===== src/rtl/enc_layer.sv =====
// Fixed-point dense layer y = sat((W*x + b) >> FRAC), one column per cycle, all rows in parallel.
// Optional ReLU on the saturated outputs when ENC_RELU_EN is defined.
module enc_layer #(
    parameter int unsigned BITSIZE = 16,
    parameter int unsigned FRAC    = 11,
    parameter int unsigned N_IN    = 6,
    parameter int unsigned N_OUT   = 1
) (
    input  logic                             clk,
    input  logic                             reset,
    input  logic                             start,
    input  logic [BITSIZE*N_OUT*N_IN-1:0]    w,
    input  logic [BITSIZE*N_IN-1:0]          x,
    input  logic [BITSIZE*N_OUT-1:0]         b,
    output logic [BITSIZE*N_OUT-1:0]         y,
    output logic                             busy,
    output logic                             done
);

    localparam int unsigned PROD_W = 2 * BITSIZE;
    localparam int unsigned ACC_W  = 2 * BITSIZE + $clog2(N_IN) + 1;
    localparam int unsigned CNT_W  = (N_IN > 1) ? $clog2(N_IN) : 1;

`ifdef ENC_RELU_EN
    localparam bit RELU = 1'b1;
`else
    localparam bit RELU = 1'b0;
`endif

    typedef enum logic [1:0] {IDLE, MAC, OUT} state_t;

    state_t                     state;
    logic [CNT_W-1:0]           cnt;
    logic signed [BITSIZE-1:0]  w_q [N_OUT][N_IN];
    logic signed [BITSIZE-1:0]  x_q [N_IN];
    logic signed [ACC_W-1:0]    acc_q [N_OUT];

    logic signed [PROD_W-1:0]   prod_c  [N_OUT];
    logic signed [ACC_W-1:0]    acc_mac_c [N_OUT];
    logic signed [ACC_W-1:0]    shr_c   [N_OUT];
    logic [BITSIZE-1:0]         y_sat_c [N_OUT];

    // One column of products per cycle, added into each row accumulator
    always_comb begin
        for (int unsigned r = 0; r < N_OUT; r++) begin
            prod_c[r]    = PROD_W'(w_q[r][cnt]) * PROD_W'(x_q[cnt]);
            acc_mac_c[r] = acc_q[r] + ACC_W'(prod_c[r]);
        end
    end

    // Rescale by FRAC (floor), clamp to the word range, then optional ReLU
    always_comb begin
        for (int unsigned r = 0; r < N_OUT; r++) begin
            shr_c[r] = acc_q[r] >>> FRAC;
            if (shr_c[r][ACC_W-1:BITSIZE-1] == '0 || shr_c[r][ACC_W-1:BITSIZE-1] == '1)
                y_sat_c[r] = shr_c[r][BITSIZE-1:0];
            else if (shr_c[r][ACC_W-1])
                y_sat_c[r] = {1'b1, {(BITSIZE-1){1'b0}}};
            else
                y_sat_c[r] = {1'b0, {(BITSIZE-1){1'b1}}};
            if (RELU && y_sat_c[r][BITSIZE-1])
                y_sat_c[r] = '0;
        end
    end

    always_ff @(posedge clk or negedge reset) begin
        if (!reset) begin
            state <= IDLE;
            cnt   <= '0;
            busy  <= 1'b0;
            done  <= 1'b0;
            y     <= '0;
            for (int unsigned r = 0; r < N_OUT; r++) begin
                acc_q[r] <= '0;
                for (int unsigned c = 0; c < N_IN; c++)
                    w_q[r][c] <= '0;
            end
            for (int unsigned c = 0; c < N_IN; c++)
                x_q[c] <= '0;
        end else begin
            done <= 1'b0;
            case (state)
                IDLE: begin
                    if (start) begin
                        state <= MAC;
                        busy  <= 1'b1;
                        cnt   <= '0;
                        for (int unsigned r = 0; r < N_OUT; r++) begin
                            acc_q[r] <= ACC_W'($signed(b[r*BITSIZE +: BITSIZE])) <<< FRAC;
                            for (int unsigned c = 0; c < N_IN; c++)
                                w_q[r][c] <= w[(r*N_IN+c)*BITSIZE +: BITSIZE];
                        end
                        for (int unsigned c = 0; c < N_IN; c++)
                            x_q[c] <= x[c*BITSIZE +: BITSIZE];
                    end
                end
                MAC: begin
                    for (int unsigned r = 0; r < N_OUT; r++)
                        acc_q[r] <= acc_mac_c[r];
                    cnt <= cnt + CNT_W'(1);
                    if (cnt == CNT_W'(N_IN - 1))
                        state <= OUT;
                end
                OUT: begin
                    state <= IDLE;
                    busy  <= 1'b0;
                    done  <= 1'b1;
                    for (int unsigned r = 0; r < N_OUT; r++)
                        y[r*BITSIZE +: BITSIZE] <= y_sat_c[r];
                end
                default: begin
                    state <= IDLE;
                    busy  <= 1'b0;
                end
            endcase
        end
    end

endmodule


===== config.mk =====
export PLATFORM = sky130hd
export DESIGN_NAME = enc_layer
export DESIGN_NICKNAME = d
export VERILOG_FILES = /design/src/rtl/enc_layer.sv
export SDC_FILE = /design/constraint.sdc
export NUM_CORES = 1
export LEC_CHECK = 0
export CORE_ASPECT_RATIO = 0.75
export CORE_MARGIN = 8
export CORE_UTILIZATION = 60
export CTS_CLUSTER_SIZE = 16
export DETAILED_ROUTE_END_ITERATION = 8
export DONT_BUFFER_PORTS = 1
export GPL_TIMING_DRIVEN = 0
export HOLD_SLACK_MARGIN = 0.02
export PLACE_DENSITY = 0.8
export SYNTH_ARGS = -nofsm -noshare
export SYNTH_HDL_FRONTEND = slang
export SYNTH_SLANG_ARGS = --single-unit

===== constraint.sdc =====
create_clock -name clk -period 20.4 [get_ports clk]
set_input_delay 3.06 -clock clk [delete_from_list [all_inputs] [get_ports clk]]
set_output_delay 3.06 -clock clk [all_outputs]
set_load 0.005 [all_outputs]

Yosys cells after proc, flatten, opt, wreduce, memory -nomap -nowiden
Cells that the tools add are included.
Word-level totals
  flip-flop bits (word level): 251
  latch bits: 0
  RAM bits: 0
  bits in read-only memories: 0
  input bits: 211
  memories kept: 0
Operators by class
  $add $sub $neg: 2
  multipliers: 1
  divide/modulo/power cells: 0
  $lt $le $gt $ge: 1
  equal/unequal tests: 6
  shifts and indexed selects: 0
  multiplexer cells: 18
  bitwise operators: 2
  reductions and logical operators: 8
Operators by type and width (count)
  $bmux 16 s3: 2
  $mux 16: 6
  $pmux 36 s2: 1
  $add 36x32->36: 1
  $mux 36: 1
  $mul 16x16->32: 1
  $eq 21x21->1 const B: 1
  $logic_not 21->1: 1
  $reduce_and 2->1: 4
  $pmux 3 s2: 1
  $ge 4x4->1 const B: 1
  $mux 2: 2
  $ne 2x2->1 const B: 2
  $not 3->4: 1
  $pmux 2 s2: 1
  $add 3x1->3 const B: 1
  $eq 3x3->1 const B: 1
  $mux 3: 1
  $eq 2x1->1 const B: 1
  $eq 2x2->1 const B: 1
  $logic_not 2->1: 1
  $mux 1: 2
  $pmux 1 s2: 1
  $reduce_bool 2->1: 1
  other kinds (2): 2

Logic depth before layout (Yosys ltp)
  depth in word-level cells: 7
  mapped depth: 29

Worst setup path after synthesis
OpenSTA, ideal clock, no wires.
  path type: reg-to-reg
  start: reg cnt[0]
  end: reg acc_q[35] (netlist bit)
  setup time: 120 ps
  arrival: 7077 ps
  data required time: 20280 ps
  path slack: 13203 ps
  cell stages (with the launch flop): 28
  buffers on the path: 4
  period minus slack after synthesis: 7197 ps
  cell sequence: dfrtp_1 -> buf_6 -> buf_4 -> buf_2 -> mux2i_1 -> nor2_1 -> a21oi_1 -> clkbuf_1 -> nor2_1 -> fa_1 -> inv_1 -> fa_1 -> fa_1 -> fa_1 -> inv_1 -> fa_1 -> inv_1 -> fa_1 -> inv_1 -> ha_1 -> a211oi_2 -> o21bai_2 -> a221oi_4 -> nor3_2 -> o21ai_2 -> a31oi_1 -> or3_1 -> a31o_1
Between the ends
  longest elaborated chain between the ends: 7
  elaborated cells on any way between the ends: 10
RTL lines
  start, declared: line 33  | logic [CNT_W-1:0] cnt;
  start signal, assigned: line 100  | cnt <= cnt + CNT_W'(1);
  $not 3->4 (not written as such) *: line 46  | prod_c[r] = PROD_W'(w_q[r][cnt]) * PROD_W'(x_q[cnt]);
  $bmux 16 s3: line 46
  $mux 16 (not written as such) (2 in series): line 46
  $mul 16x16->32 *: line 46
  $add 36x32->36 *: line 47  | acc_mac_c[r] = acc_q[r] + ACC_W'(prod_c[r]);
  $pmux 36 s2 *: line 82  | case (state)
  end signal, assigned by index: line 89  | acc_q[r] <= ACC_W'($signed(b[r*BITSIZE +: BITSIZE])) <<< FRAC;
  end signal, assigned by index: line 99  | acc_q[r] <= acc_mac_c[r];
  end, declared: line 36  | logic signed [ACC_W-1:0] acc_q [N_OUT];
Every way passes the cells marked *; elsewhere a longest branch is shown, timed or not. The select of a mux whose other input is x is not followed.
A chain may end at the register's enable or synchronous reset.

Worst setup path after layout
  start: reg cnt[1]
  end: reg acc_q[34] (netlist bit)
Same word-level chain as after synthesis.

==> metrics list <==
* Run status: finished clean
* TritonCTS clock tree: yes
* Htree depth: 1
* Post-DR wirelength/cell: between 20 and 25 µm
- Yosys warning total: 0
- Number of global-route vias before repair: roughly 17000
- The tightest min-delay check is of the flip-flop to flip-flop type.
- Antenna violations before repair: 11
- Clock tree sinks: approximately 250
- First-pass GRT wire length: 96.8 mm
* Top_reg_cell synth: dfrtp_1
- Synth top area cells: fa_1, dfrtp_1, mux2_2
* Number of DRC markers after the initial detailed-route iteration: around 1200
- Setup violations remaining at the end of the flow were counted as 0.
- Core ar.: roughly 37000 µm²
- Number of buffers between clock root and the deepest sink: 3
- In this run the worst path has a maximum fanout of 10.
- Cell area after synthesis: ~23000 µm²
* Critical path endpoint category: flip-flop
- Sum of buffers and inverters on the critical path: 5
* Clock Latency Late Sink: ~570 ps
- Number of register bits inferred by synthesis: roughly 250
- Leading area contributor after synthesis: fa_1
- The share of the Yosys chip area taken by registers is 27.9%.
- Between clock sinks in the finished design, the worst skew comes to between 20 and 30 ps.
* Routed vias/inst: 5.92
* Synth Net Count: between 2000 and 3000
* Num rows: between 60 and 70
- First-pass DRT Iterations: 5
- Area of the die: approximately 44000 µm²
- Min Tclk post-route: just over 9000 ps
- Cells resized by post-CTS repair: 0
- HPWL Detailed: ~50 mm
- Gate family responsible for the most delay along the worst path: adder cells
- Overflow after GRT: 0
* Final Max Slew Viols: 0
- Synthesized area divided by synthesized cell count: between 10 and 15 µm²
* EDFF count, synth: 0
* Max frequency: roughly 0.11 GHz
- Placer's final routability congestion estimate: 1.00
* Area share of the largest cell type after synthesis: 27.9%
* Hold bufs inserted after CTS: 0
- Total wire length: 60.8 mm
- From left edge to right edge, the die measures 240 µm.
- Total number of vias: 15700
* Least-Margin Pin Slew: 1310 ps
- Inserted Clock Buffers: 26
* Worst-case headroom to the max-slew limit: between 10% and 20%
- Arrival time at the worst endpoint: approximately 9800 ps
* Global router's overall resource usage: about 29%
- In this run the count of I/O pins placed on the die edge is between 200 and 250.
- The setup path with the least slack is of type flip-flop to flip-flop.
* Final cycle utilization of the critical path: 45.8%
- Number of I/O port buffers: 0
- The hold violation count in the final report is 0.
- Critical Path RT: roughly 21000 ps
- Layout net count: approximately 2800
- Post-CTS setup-driven buffer insertion count: 0
* Die Span Y: 184 µm
- Cell chosen for the clock root: clkbuf_16
- Number of distinct library cells after synthesis: 65
- Entering global routing, the biggest net connects 252 pins.
- Setup repair after global routing missed its margin: no
- Clock-pin slew was measured on the worst setup and hold paths at ~60 ps.
- Compared with the post-synthesis result, the final layout area differs by 6.47%.
- Most frequent cells in the layout: inv_1, fa_1, dfrtp_1, nor2_1, mux2_2
- The signal on the critical path passes through clkbuf_1, clkbuf_1, mux4_2, a21oi_1, clkbuf_1, nor2_1, fa_1, fa_1, fa_1, fa_1, fa_1, inv_1, fa_1, inv_1, ha_1, nand2_1, nor3_1, nand4_1, a211oi_1, nor2_1, o2111ai_1, xnor2_1, o21ai_1.
* Fraction of layout cells with a size suffix above 1: between 10% and 20%
- In the synthesized netlist the async set-or-reset flop fraction comes to 100%.
- Max-cap violations in this run came to 0.
* Setup Total Neg Slack: 0 ps
- Post-detailed-route DRC marker count: 0
- Once the floorplan was initialized, standard cells occupied between 60% and 70% of the core.
- In this design, the stage delay of the slowest critical-path cell is 1000 ps.
* Type of element launching the critical path: flip-flop
- Antenna violation net count after detailed routing: 0
- The library cell used most frequently in the layout, excluding fill and tap cells, is inv_1.
- For this design, the slowest cell found on the critical path is a21oi_1.
- Gate Count Post-Synth: approximately 2100
* Most Frequent Cell on Critical Path: fa_1
logic make-up (layout without fill, tap and decap cells):
family | after synthesis | in the layout | share of synthesized area, %
DFF | 251 | 251 | 27.9
AOI/OAI and AO/OA | 219 | 219 | 6.03
adders and majority gates | 423 | 423 | 33.9
muxes | 273 | 273 | 15.0
buffers and inverters | 488 | 532 | 8.34
other | 0 | 9 | 0
xor gates and xnor gates | 35 | 35 | 1.36
and+or+nand+nor | 413 | 413 | 7.49
state kept, by name (all words and copies together), names as in the netlist:
signal / count
acc_q: 36
cnt: 3
state: 2
done: 1
busy: 1
x_q: 96
y: 16
w_q: 96
area by class of cell:
class	count	area [µm²]
diodes	9	22.5
plain buffers	85	367
clock buffers	35	746
clock inverters	9	56.3
fillers	2873	13000
inverters	403	1510
multi-input cells	1363	14400
flip-flops and latches	251	6280
well taps	504	631
layer usage:
layer	share of wire [%]	GRT usage [%]
met5	0.081	0
met3	9.4	7.53
met4	2.8	7.34
met2	47	45.6
met1	40	38.7
Yosys cell counts (5+ instances only):
master and instances:
inv_1 403, fa_1 314, dfrtp_1 251, nor2_1 196
mux2_2 193, nand2_1 161, ha_1 109, a21oi_1 82
clkbuf_1 55, mux2i_1 48, o21ai_0 39, mux4_2 32
a21o_1 30, xnor2_1 24, buf_2 17, o21ai_1 15
nand3_1 11, xor2_1 11, a211oi_1 8, buf_1 8
o22ai_1 7, nand2b_1 6, o21bai_1 6, a31oi_1 5
nand4_1 5, nor3_1 5, or2_2 5
per-stage QoR:
step	setup slack (ps)	hold WS [ps]	utilization, %	std cells	cell area (µm²)
2_1_floorplan	13200	452	-	2102	22500
3_3_place_gp	11630	473	62.6	2606	23200
3_5_place_dp	11510	484	62.6	2606	23200
4_1_cts	11430	498	64.8	2650	24000
5_1_grt	10880	516	64.8	2656	24000
6_report	11050	503	64.8	2659	24000
worst paths after layout:
| kind | from | endpoint | slack [ps] | cells after the start |
|---|---|---|---|---|
| hold / removal | x_q[35]$_DFFE_PN0P_ | x_q[35]$_DFFE_PN0P_ | 500 | 1 |
| hold reg to reg | x_q[35]$_DFFE_PN0P_ | x_q[35]$_DFFE_PN0P_ | 500 | 1 |
| min in group asynchronous | reset | y[15]$_DFFE_PN0P_ | 2190 | 0 |
| setup / recovery | cnt[1]$_DFFE_PN0P_ | acc_q[34]$_DFFE_PN0P_ | 11050 | 23 |
| setup reg to reg | cnt[1]$_DFFE_PN0P_ | acc_q[34]$_DFFE_PN0P_ | 11050 | 23 |
| max in group asynchronous | reset | x_q[19]$_DFFE_PN0P_ | 17580 | 0 |
Power is not shown: default switching activity piles up to over one toggle a cycle in this logic, so the estimate is an artifact.
